==> src/rtl/aes_block_serializer.sv <==
// Buffers 128-bit AES blocks and drains them LSB byte first into a UART.
// Optional trailing XOR checksum byte per block: AES_SER_CHECKSUM_EN.
module aes_block_serializer #(
  parameter int DEPTH = 4
) (
  input  logic                         clk,
  input  logic                         reset,
  input  logic [127:0]                 blk_data,
  input  logic                         blk_valid,
  output logic                         blk_ready,
  output logic [7:0]                   tx_data,
  output logic                         tx_start,
  input  logic                         tx_done,
  output logic                         busy,
  output logic [$clog2(DEPTH+1)-1:0]   level
);
  localparam int PW = $clog2(DEPTH);
  localparam int CW = $clog2(DEPTH + 1);
  localparam logic [CW-1:0] FULL = CW'(DEPTH);

`ifdef AES_SER_CHECKSUM_EN
  typedef enum logic [2:0] {
    S_IDLE, S_SEND, S_WAIT, S_CSUM, S_CWAIT
  } state_t;
`else
  typedef enum logic [1:0] {
    S_IDLE, S_SEND, S_WAIT
  } state_t;
`endif

  state_t         state_q, state_d;
  logic [127:0]   mem_q [DEPTH];
  logic [PW-1:0]  wr_ptr_q, wr_ptr_d;
  logic [PW-1:0]  rd_ptr_q, rd_ptr_d;
  logic [CW-1:0]  count_q, count_d;
  logic [127:0]   shreg_q, shreg_d;
  logic [3:0]     byte_idx_q, byte_idx_d;
  logic [7:0]     tx_data_q, tx_data_d;
  logic           tx_start_q, tx_start_d;
  logic           push, pop;
`ifdef AES_SER_CHECKSUM_EN
  logic [7:0]     csum_q, csum_d;
`endif

  assign blk_ready = count_q != FULL;
  assign push      = blk_valid && blk_ready;
  assign pop       = (state_q == S_IDLE) && (count_q != '0);
  assign tx_data   = tx_data_q;
  assign tx_start  = tx_start_q;
  assign busy      = (count_q != '0) || (state_q != S_IDLE);
  assign level     = count_q;

  always_comb begin
    wr_ptr_d = wr_ptr_q;
    rd_ptr_d = rd_ptr_q;
    count_d  = count_q;
    if (push) wr_ptr_d = wr_ptr_q + PW'(1);
    if (pop)  rd_ptr_d = rd_ptr_q + PW'(1);
    if (push && !pop)      count_d = count_q + CW'(1);
    else if (pop && !push) count_d = count_q - CW'(1);
  end

  always_comb begin
    state_d    = state_q;
    shreg_d    = shreg_q;
    byte_idx_d = byte_idx_q;
    tx_data_d  = tx_data_q;
    tx_start_d = 1'b0;
`ifdef AES_SER_CHECKSUM_EN
    csum_d     = csum_q;
`endif
    case (state_q)
      S_IDLE: begin
        if (pop) begin
          shreg_d    = mem_q[rd_ptr_q];
          byte_idx_d = '0;
`ifdef AES_SER_CHECKSUM_EN
          csum_d     = '0;
`endif
          state_d    = S_SEND;
        end
      end
      S_SEND: begin
        tx_data_d  = shreg_q[7:0];
        tx_start_d = 1'b1;
`ifdef AES_SER_CHECKSUM_EN
        csum_d     = csum_q ^ shreg_q[7:0];
`endif
        state_d    = S_WAIT;
      end
      S_WAIT: begin
        if (tx_done) begin
          if (byte_idx_q == 4'd15) begin
`ifdef AES_SER_CHECKSUM_EN
            state_d = S_CSUM;
`else
            state_d = S_IDLE;
`endif
          end else begin
            byte_idx_d = byte_idx_q + 4'd1;
            shreg_d    = {8'h00, shreg_q[127:8]};
            state_d    = S_SEND;
          end
        end
      end
`ifdef AES_SER_CHECKSUM_EN
      S_CSUM: begin
        tx_data_d  = csum_q;
        tx_start_d = 1'b1;
        state_d    = S_CWAIT;
      end
      S_CWAIT: begin
        if (tx_done) state_d = S_IDLE;
      end
`endif
      default: state_d = S_IDLE;
    endcase
  end

  // Storage is not reset; only pointers and count define validity.
  always_ff @(posedge clk) begin
    if (push) mem_q[wr_ptr_q] <= blk_data;
  end

  always_ff @(posedge clk) begin
    if (reset) begin
      state_q    <= S_IDLE;
      wr_ptr_q   <= '0;
      rd_ptr_q   <= '0;
      count_q    <= '0;
      shreg_q    <= '0;
      byte_idx_q <= '0;
      tx_data_q  <= '0;
      tx_start_q <= 1'b0;
`ifdef AES_SER_CHECKSUM_EN
      csum_q     <= '0;
`endif
    end else begin
      state_q    <= state_d;
      wr_ptr_q   <= wr_ptr_d;
      rd_ptr_q   <= rd_ptr_d;
      count_q    <= count_d;
      shreg_q    <= shreg_d;
      byte_idx_q <= byte_idx_d;
      tx_data_q  <= tx_data_d;
      tx_start_q <= tx_start_d;
`ifdef AES_SER_CHECKSUM_EN
      csum_q     <= csum_d;
`endif
    end
  end

endmodule

==> config.mk <==
export PLATFORM = sky130hd
export DESIGN_NAME = aes_block_serializer
export DESIGN_NICKNAME = d
export VERILOG_FILES = /design/src/rtl/aes_block_serializer.sv
export SDC_FILE = /design/constraint.sdc
export NUM_CORES = 1
export LEC_CHECK = 0
export BUFFER_PORTS_ARGS = -buffer_cell sky130_fd_sc_hd__buf_2
export CORE_MARGIN = 2
export CORE_UTILIZATION = 44
export CTS_CLUSTER_SIZE = 24
export DETAILED_ROUTE_END_ITERATION = 6
export PLACE_DENSITY = 0.71
export SLEW_MARGIN = 10
export SYNTH_ARGS = -nofsm -noshare
export SYNTH_HDL_FRONTEND = slang
export SYNTH_SLANG_ARGS = --single-unit
==> constraint.sdc <==
create_clock -name clk -period 12.5 [get_ports clk]
set_input_delay 1.875 -clock clk [delete_from_list [all_inputs] [get_ports clk]]
set_output_delay 1.875 -clock clk [all_outputs]
set_load 0.01 [all_outputs]
# After elaboration in Yosys (flattened, before gate mapping)
# Memories as Yosys holds them, arrays and structs flattened. A register that Yosys moved wholly into a read port is not among the register bits.
# Index checks and enable logic that the tools add are counted.
[totals]
register_bits = 150
mem_bits_rw = 512
in_bits = 132
output_inout_bits = 14
elab_cells = 54
mem_count = 1
[mem_list]
columns = ["memory", "words", "width", "rd", "rd_ports_with_merged_regs", "wr", "line_no", "rtl"]
rows = [
  ["mem_q", 4, 128, 1, 1, 1, "32", "logic [127:0] mem_q [DEPTH];"],
]
[classes]
addsub = 5
n_eq_ne = 7
muxes = 19
reduce_logical = 14
[ops]
columns = ["operator", "count"]
rows = [
  ["two-way mux 128 bit", 3],
  ["one-hot mux 128 bit (2 select lines)", 1],
  ["two-way mux 4 bit", 3],
  ["two-way mux 2 bit", 4],
  ["one-hot mux 4 bit (2 select lines)", 1],
  ["two-way mux 3 bit", 2],
  ["inequality test 2 bit, second input constant", 3],
  ["one-hot mux 2 bit (3 select lines)", 1],
  ["nonzero test 2 bit", 3],
  ["adder 2 x 1 -> 2 bit, second input constant", 2],
  ["adder 4 x 1 -> 4 bit, second input constant", 1],
  ["== test 4 bit, second input constant", 1],
  ["logical AND 1 bit", 4],
  ["two-way mux 1 bit", 4],
  ["AND reduction 4 bit", 1],
  ["adder 3 x 1 -> 3 bit, second input constant", 1],
  ["inequality test 3 bit, second input constant", 1],
  ["nonzero test 3 bit", 1],
  ["subtractor 3 x 1 -> 3 bit, second input constant", 1],
  ["== test 2 x 1 -> 1 bit, second input constant", 1],
  ["== test 2 bit, second input constant", 1],
  ["logical NOT 1 bit", 2],
  ["logical NOT 2 bit", 1],
  ["AND reduction 2 bit", 1],
  ["logical OR 1 bit", 1],
]

# Depth between registers and ports, before layout
[logic_depth]
ltp_word = 6
depth_mapped = 11
ltp_nobuf = 8

# Worst setup path after synthesis
# No wires, ideal clock.
[synth_timing]
path_type = "input to register"
startpoint = "input port blk_valid"
endpoint = "memory mem_q[3][0], enable pin"
setup_time_ns = 0.503
t_arrival_ns = 4.872
setup_slack_ns = 7.125
cell_stages = 1
path_cell_list = "and3_1"
[synth_between]
elab_chain_cells = 3
[synth_lines]
columns = ["element", "line_no", "rtl"]
rows = [
  ["start, declared", "9", "input logic blk_valid,"],
  ["logical AND 1 bit", "46", "assign push = blk_valid && blk_ready;"],
  ["two-way mux 1 bit", "122", "if (push) mem_q[wr_ptr_q] <= blk_data;"],
  ["two-way mux 1 bit (implied by the code)", "122", ""],
  ["end, declared", "32", ""],
]
# No other way between the ends.

# Final worst setup path
[layout_timing]
startpoint = "register state_q[1]"
endpoint = "output port busy"
[layout_between]
elab_chain_cells = 2
[layout_lines]
columns = ["element", "line_no", "rtl"]
rows = [
  ["start, declared", "31", "state_t state_q, state_d;"],
  ["start signal, assigned", "139", "state_q <= state_d;"],
  ["nonzero test 2 bit", "50", "assign busy = (count_q != '0) || (state_q != S_IDLE);"],
  ["logical OR 1 bit", "50", ""],
  ["end, declared", "14", "output logic busy,"],
]
# No other way between the ends.

==> impl_metrics.py <==
metrics = {
    "status": {
        "status": "finished clean",
    },
    "routing": {
        "first_pass_iters": 6,
        "num_vias": 16570,
        "viasPerCell": 6.230,
        "remaining_drc_errors": 0,
        "routed_wirelength_mm": 67.27,
        "drtIter0Drc": 1541,
        "wl_per_cell_um": 25.29,
        "ant_nets": 0,
    },
    "final_layout": {
        "drive_gt1_share_pct": 33.43,
        "areaGrowthSynthToFinish_pct": 11.76,
        "fin_nets": 1895,
        "n_fill_cell": 5084,
        "ff_latch_area_um2": 18430,
        "final_common_cell": "edfxtp_1",
        "finish.utilization_pct": 49.60,
        "multi_input_area_um2": 7940,
        "final_cell_mix": "edfxtp_1, mux2_2, dfxtp_1, buf_2, nand3_1",
    },
    "critical_path": {
        "crit_fanout": 74,
        "end_kind": "primary output",
        "crit_chain": "buf_4 -> nor2_4 -> nand2_1 -> buf_2",
        "cp.required_ns": 10.62,
        "crit_type": "register to primary output",
        "critPathLaunchType": "register",
        "reg2reg_slack_ns": 7.99,
        "path_buf_inv": 2,
        "crit_family": "buffers and inverters",
        "critPathMaxStageDelay_ns": 0.84,
        "cp_slowest_cell": "dfxtp_4",
        "arrival_ns": 2.77,
    },
    "die": {
        "dieArea_um2": 64140,
        "fp.dieW_um": 253.3,
        "core-area_um2": 61600,
        "initial_core_util_pct": 44.38,
        "fp-row-count": 91,
        "chipHeight_um": 253.3,
        "ios": 146,
    },
    "sta": {
        "grt_setup_unrepaired": "no",
        "max-slew-margin-rel_pct": 18.75,
        "setup_violations": 0,
        "hold_slack_ns": 0.4564,
        "tightest_slew_ns": 1.219,
        "maxSlewViolCount": 0,
        "hold_violations": 0,
        "timing.final.crit_period_ns": 4.648,
        "fin_ws_ns": 7.852,
        "finClkSkew_ns": 0.02538,
        "finalSetupTns_ns": 0,
        "max_freq_mhz": 215.1,
        "fin_crit_sh_pct": 37.18,
    },
    "global_routing": {
        "grt_pass1_wl_mm": 101.2,
        "groute.usage.overall_pct": 20.69,
        "grt_pass1_vias": 16580,
        "antenna_found_initial": 29,
        "overflow": 0,
        "grt_max_degree": 132,
    },
    "clocking": {
        "cts_buffers": 69,
        "cts_tree": "done",
        "clkTransAtPathRegs_ns": 0.06,
        "cts_buffer_depth": 3,
        "cts_max_level": 3,
        "root_buffer": "clkbuf_16",
        "holdBufCountCts": 0,
        "clock_latency_ns": 0.61,
        "cts.sinks": 664,
        "post-cts-setup-buffers": 0,
        "post_cts_resized": 0,
    },
    "logic_synthesis": {
        "synth_area_per_cell_um2": 16.03,
        "synth_nets": 1844,
        "yosys_warnings": 0,
        "ys_seq_elements": 664,
        "syn-cell-area_um2": 27340,
        "synth_edf_count": 512,
        "synthFlopType": "edfxtp_1",
        "ys_seq_area_share_pct": 67.37,
        "synth_cells": 1705,
        "async_reset_ff_share_pct": 0,
        "synth_cell_type_count": 43,
    },
    "power": {
        "ir_worst_vdd_mv": 0.1545,
        "p_leak_nw": 9.565,
        "totalPowerFinal_mw": 7.084,
        "p_per_area_nw_per_um2": 231.9,
    },
    "placement": {
        "port_buffers": 145,
        "dpl_worst_slack_ns": 7.986,
        "gp_congestion": 0.7555,
        "hpwl_mm": 36.32,
    },
    "min_path": {
        "holdCritPathClass": "register to register",
    },
    "run": {
        "maxCapViolations": 0,
    },
}
routing by layer:
layer  vias up  global-route usage [%]  part of all wire, %
li1       7266                       -                    -
met1      8404                   26.63                   40
met2       718                   34.30                   50
met3       158                   4.893                  7.4
met4        26                   7.151                  2.9
met5         -                       0                 0.25
worst reg2reg max path, stage by stage, from the launching register on:
cell	delay, ns
dfxtp_4	0.84
buf_4	0.88
and3b_4	1.08
buf_4	1.03
a221oi_1	0.25
a311oi_1	0.34
through the flow:
step	cells	area (um^2)
global placement	2522	28360
CTS	2650	30530
floorplan	1705	27340
global route	2658	30550
detailed placement	2522	28360
finish	2660	30550
cells in the mapped netlist (3+ instances only):
library cell | n | area (um^2)
ha_1 | 6 | 75.07
nand2_1 | 18 | 67.56
o221ai_1 | 11 | 96.34
a32oi_1 | 120 | 1051
buf_4 | 22 | 165.2
a311oi_1 | 120 | 1051
mux2_2 | 240 | 2703
or3_1 | 4 | 25.02
nand2b_1 | 3 | 18.77
mux4_2 | 8 | 180.2
a21oi_1 | 25 | 125.1
a221oi_2 | 80 | 1201
inv_1 | 7 | 26.28
nand3_1 | 134 | 670.6
buf_2 | 63 | 315.3
o21ai_0 | 4 | 20.02
a221oi_1 | 40 | 350.3
nor2_1 | 5 | 18.77
buf_6 | 19 | 214.0
and3_1 | 5 | 31.28
edfxtp_1 | 512 | 15370
dfxtp_1 | 152 | 3043
clkbuf_1 | 83 | 311.6
layout make-up:
type / count / area share [%]
multi-input cells: 845 / 25.99
inverters: 7 / 0.09010
repair buffers: 169 / 3.014
flip-flops and latches: 664 / 60.32
well taps: 837 / 3.428
diodes: 10 / 0.08191
clock inverters: 29 / 0.5856
clock buffers: 99 / 6.491
sequential cells by signal, summed over array words and instances (netlist names), named ones only:
| register | count |
|---|---|
| mem_q | 512 |
| shreg_q | 128 |
| tx_data | 8 |
| byte_idx_q | 4 |
| level | 3 |
| rd_ptr_q | 2 |
| state_q | 2 |
| wr_ptr_q | 2 |
| tx_start | 1 |
cells by family (layout without fill, tap and decap cells):
group	Yosys count	after routing	share of synthesized area, %
xor gates and xnor gates	2	2	0.06409
buffers and inverters	196	304	3.804
muxes	249	249	10.58
adders and majority gates	7	7	0.3479
AOI/OAI and AO/OA	406	406	14.44
DFF	664	664	67.37
and+or+nand+nor	181	181	3.392
other	0	10	0
report_power, final:
part           switching [mW]  leakage (nW)  internal [mW]
logic                    1.19          2.55          0.960
registers               0.277          5.95           2.69
clock network           0.835          1.06           1.13
total                    2.30          9.56           4.78
worst paths after layout:
check / from / cells past startpoint / end
worst max-delay path: state_q[1]$_SDFFE_PP0P_ / 4 / busy
worst min-delay path: tx_data[7]$_SDFFE_PP0P_ / 2 / tx_data[7]$_SDFFE_PP0P_
worst max register to register: state_q[1]$_SDFFE_PP0P_ / 5 / shreg_q[50]$_SDFFE_PP0P_
worst min register to register: tx_data[7]$_SDFFE_PP0P_ / 2 / tx_data[7]$_SDFFE_PP0P_
(Power assumes the default switching activity.)
